### config.mk
export PLATFORM = sky130hd
export DESIGN_NAME = shift_add_multiplier
export DESIGN_NICKNAME = d
export VERILOG_FILES = /design/src/rtl/shift_add_multiplier.sv
export SDC_FILE = /design/constraint.sdc
export NUM_CORES = 1
export LEC_CHECK = 0
export CELL_PAD_IN_SITES_DETAIL_PLACEMENT = 1
export CELL_PAD_IN_SITES_GLOBAL_PLACEMENT = 1
export CORE_ASPECT_RATIO = 0.8
export CORE_UTILIZATION = 35
export DETAILED_ROUTE_END_ITERATION = 6
export PLACE_DENSITY = 0.69
export REMOVE_ABC_BUFFERS = 1
export SLEW_MARGIN = 0
export SYNTH_ARGS = -nofsm -noshare
export SYNTH_HDL_FRONTEND = slang
export SYNTH_SLANG_ARGS = --single-unit
### constraint.sdc
create_clock -name clk -period 6 [get_ports clk]
set_input_delay 0.6 -clock clk [delete_from_list [all_inputs] [get_ports clk]]
set_output_delay 0.6 -clock clk [all_outputs]
set_load 0.005 [all_outputs]
### src/rtl/shift_add_multiplier.sv
// rtl/shift_add_multiplier.sv - sequential radix-2 shift-and-add multiplier
//
// Produces a 2*WIDTH-bit product from two WIDTH-bit operands, one partial
// product bit per clock, with optional two's-complement signed operation.
//
// Ports:
//   clk          in   1        rising-edge clock
//   rst          in   1        asynchronous, active-low reset
//   start        in   1        request a multiply (sampled only in IDLE)
//   signed_mode  in   1        1 = signed operands, 0 = unsigned (sampled with start)
//   multiplicand in   WIDTH    operand A (sampled with start)
//   multiplier   in   WIDTH    operand B (sampled with start)
//   product      out  2*WIDTH  registered result, held until the next completion
//   busy         out  1        operation in progress (state != IDLE)
//   valid        out  1        one-cycle pulse when product has just been updated

module shift_add_multiplier #(
  parameter int WIDTH = 16
) (
  input  logic               clk,
  input  logic               rst,
  input  logic               start,
  input  logic               signed_mode,
  input  logic [WIDTH-1:0]   multiplicand,
  input  logic [WIDTH-1:0]   multiplier,
  output logic [2*WIDTH-1:0] product,
  output logic               busy,
  output logic               valid
);

  // One spare bit so the counter can hold WIDTH-1 for any legal WIDTH.
  localparam int CW = $clog2(WIDTH) + 1;

  typedef enum logic [1:0] {
    IDLE     = 2'd0,
    MULTIPLY = 2'd1,
    FINISH   = 2'd2
  } state_t;

  state_t             state_q, state_d;
  logic [2*WIDTH-1:0] acc_q, acc_d;          // {upper, lower}; lower starts as |B|
  logic [WIDTH-1:0]   a_q, a_d;              // |A|
  logic [CW-1:0]      cnt_q, cnt_d;
  logic               neg_q, neg_d;
  logic [2*WIDTH-1:0] product_q, product_d;
  logic               valid_q, valid_d;

  // Operand magnitudes. The most-negative value negates to itself, which read
  // as unsigned is exactly 2^(WIDTH-1), so no extra bit is needed.
  logic               a_neg, b_neg;
  logic [WIDTH-1:0]   a_abs, b_abs;

  // Partial-product add kept WIDTH+1 wide so the carry shifts into the MSB.
  logic [WIDTH:0]     sum;
  logic [2*WIDTH:0]   shifted;

  always_comb begin
    a_neg = signed_mode & multiplicand[WIDTH-1];
    b_neg = signed_mode & multiplier[WIDTH-1];
    a_abs = a_neg ? (~multiplicand + WIDTH'(1)) : multiplicand;
    b_abs = b_neg ? (~multiplier + WIDTH'(1)) : multiplier;
  end

  always_comb begin
    sum     = {1'b0, acc_q[2*WIDTH-1:WIDTH]} + (acc_q[0] ? {1'b0, a_q} : {(WIDTH+1){1'b0}});
    shifted = {sum, acc_q[WIDTH-1:0]};
  end

  always_comb begin
    state_d   = state_q;
    acc_d     = acc_q;
    a_d       = a_q;
    cnt_d     = cnt_q;
    neg_d     = neg_q;
    product_d = product_q;
    valid_d   = 1'b0;

    case (state_q)
      IDLE: begin
        if (start) begin
          a_d     = a_abs;
          acc_d   = {{WIDTH{1'b0}}, b_abs};
          neg_d   = a_neg ^ b_neg;
          cnt_d   = '0;
          state_d = MULTIPLY;
        end
      end

      MULTIPLY: begin
        acc_d = shifted[2*WIDTH:1];
        cnt_d = cnt_q + CW'(1);
        if (cnt_q == CW'(WIDTH - 1)) begin
          state_d = FINISH;
        end
      end

      FINISH: begin
        // Negating zero yields zero, so no negative zero can appear.
        product_d = neg_q ? (~acc_q + (2*WIDTH)'(1)) : acc_q;
        valid_d   = 1'b1;
        state_d   = IDLE;
      end

      default: begin
        state_d = IDLE;
      end
    endcase
  end

  always_ff @(posedge clk or negedge rst) begin
    if (!rst) begin
      state_q   <= IDLE;
      acc_q     <= '0;
      a_q       <= '0;
      cnt_q     <= '0;
      neg_q     <= 1'b0;
      product_q <= '0;
      valid_q   <= 1'b0;
    end else begin
      state_q   <= state_d;
      acc_q     <= acc_d;
      a_q       <= a_d;
      cnt_q     <= cnt_d;
      neg_q     <= neg_d;
      product_q <= product_d;
      valid_q   <= valid_d;
    end
  end

  assign product = product_q;
  assign valid   = valid_q;
  assign busy    = (state_q != IDLE);

endmodule

==> results.tsv <==
metric	value	unit
Slew Limit Headroom	22.39	%
initial antenna violation count	0	
CTS tree	yes	
largest net degree at the start of global routing	66	
Fin Setup TNS	0	ns
synthesized area	5657	um2
Synth Area in Adders	4.999	%
total CTS buffers	9	
Detail Route Antenna Nets	0	
critical-path maximum fanout	19	
Placer Congestion	0.8117	
Yosys reg bits	89	
CP Capture Type	register	
Inst Count DP	899	
number of H-tree levels	3	
crit start category	register	
post-DP HPWL	11.56	mm
Synth Warn #	0	
Fin Hold WS	0.1547	ns
top cells by area, synth	dfrtp_1 (39%), xor2_1 (5.7%), nand2_1 (5.4%), o21ai_0 (5.3%), ha_1 (4.6%)	
NumNets Final	753	
Starting DRT DRC Count	179	
Simple-Gate Fraction of Synth Area	20.44	%
most instantiated library cell after synthesis	dfrtp_1	
Final Cycle Share	47.87	%
Die X	144.1	um
largest family of logic cells by synthesized area	compound AO/OA/AOI/OAI gates	
clock tree buffer depth	2	
setup ws final	3.128	ns
final WL	15.37	mm
total core area	15800	um2
count of final hold-check violations	0	
Tmin final	2.872	ns
crit path capture	acc_q[30]	
routed vias/inst	5.299	
number of synthesized flops with an enable pin	0	
asr flop ratio synth	100.0	%
# rows	41	
# setup viols final	0	
Placed Area	6504	um2
Avg Cell Area, Syn	8.743	um2
Final Slew Violations	0	
Register-to-Register Path Depth	7	
# diodes	0	
critical path cell sequence	and2_1, ha_1, a21oi_1, nor2_1, a2111oi_0, mux2i_1, nand4_1	
WL/cell	16.80	um
Overflow after GRT	0	
r2r endpoint	acc_q[30]	
Clock transition at path regs	0.07	ns
VDD IR max	0.2385	mV
Fill cells	1881	
Distinct cells, synth	55	
Die ar.	16680	um2
xor/xnor share of the synthesized area	9.290	%
Post-synth top cells	dfrtp_1 (89), nand2_1 (81), o21ai_0 (60)	
pwr/cell area	490.7	nW/um2
critical path arrival	3.09	ns
die height	115.7	um
length of the first detailed-routing pass in iterations	4	
worst slew pin tran	1.164	ns
CP startpoint	acc_q[0]	
Synth top area share	39.37	%
outcome	finished clean	
Peak Freq	348.1	MHz
first-pass GRT wire length	25.49	mm
Port-buffer cells	69	
post-synthesis mux area share	0.5309	%
# Post-CTS Setup Buffers	0	
Cells after Synth	647	
DR vias	4849	
RSZ-0062 raised after global routing	false	
setup slack, reg-to-reg	3.13	ns
post-CTS resize count	0	
I/O Pins	70	
gr usage total	19.92	%
final core utilization	43.04	%
largest area contributor in the netlist	dfrtp_1	
root buffer cell	clkbuf_16	
clock sinks	89	
Hold-fix buffers, CTS	0	
DRC violations left	0	
Clock Latency Late Sink	0.35	ns
Initial Util	35.80	%
Worst path slowest cell	a2111oi_0	
Hold WC Path Type	primary input to async pin	
Slowest Stage Delay on Critical Path	0.67	ns
Top FF cell, synth	dfrtp_1	
pre-CTS setup slack	3.111	ns
Power Total	3.337	mW
Syn-to-layout area delta	20.22	%
max_cap viols	0	
Worst EP required	6.22	ns
leakage power	2.828	nW
Design Area, Final	6800	um2
Crit Reg-Reg Startpoint	acc_q[0]	
sequential fraction of the synthesis area	39.37	%
vias in the first global route	4872	
Crit Path Category	register to register	
post-route clock skew	0.009732	ns
Cell Count, Final, Fillers Out	915	
share of layout cells above drive strength 1	4.857	%
post-synthesis compound-gate area fraction	21.72	%
==> layer usage <==
metal	share of wire, %	track usage, %	wire length, um
met1	53	29.48	8119
met4	1.0	5.825	157
met5	0	0	0
met2	43	29.86	6610
met3	3.1	3.099	482
==> worst min path at each step <==
stage / cells past startpoint / to / slack, ns
after global routing: 1 / product[29] / 0.18
after global placement: 2 / a_q[6] / 0.46
after floorplan: 0 / a_q[0] / 0.30
final: 1 / product[29] / 0.15
after detailed placement: 2 / a_q[8] / 0.46
after CTS: 1 / product[29] / 0.16
==> cells by family (layout without fill, tap and decap cells) <==
kind of cell,count (synthesis),in the layout
and+or+nand+nor,229,229
AOI/OAI and AO/OA,191,191
DFF,89,89
xor gates and xnor gates,60,60
buffers and inverters,53,106
adders and majority gates,22,22
muxes,3,3
==> sequential cells by signal (all words and copies together) (netlist names) <==
signal / flops
state_q: 2
cnt_q: 5
a_q: 16
neg_q: 1
product: 32
acc_q: 32
valid: 1
==> critical path: cells and delay by family (launching register included) <==
family                   cells  cell delay (ns)
adder cells (fa/ha/maj)      1             0.39
multiplexers                 1             0.26
AND/OR/NAND/NOR              3             0.44
AO/OA/AOI/OAI                2             1.05
flip-flops                   1             0.58
==> cell type report <==
type	instances	area [um2]	share of cell area, %
Clock buffer	11	232.7	3.422
Clock inverter	5	63.81	0.9384
Inverter	17	63.81	0.9384
Multi-Input combinational cell	505	3226	47.43
Sequential cell	89	2227	32.75
Tap cell	215	269.0	3.956
Timing Repair Buffer	73	718.2	10.56
==> cells in the final DEF (no fill, tap or decap), types with 17 or more instances in the layout <==
cell / synthesis / layout
dfrtp_1: 89 / 89
nand2_1: 81 / 81
clkdlybuf4s50_1: 0 / 68
o21ai_0: 60 / 60
xor2_1: 37 / 37
a21oi_1: 33 / 33
nor2_1: 30 / 30
xnor2_1: 23 / 23
nand3_1: 21 / 21
ha_1: 21 / 21
o21ai_1: 20 / 20
and2_1: 19 / 19
o31ai_1: 19 / 19
inv_1: 17 / 17
==> power breakdown <==
group | internal, mW | switching, mW
clock | 0.326 | 0.246
combinational | 0.730 | 0.876
sequential | 0.838 | 0.320
No activity file was read; power rests on OpenSTA's default activity.
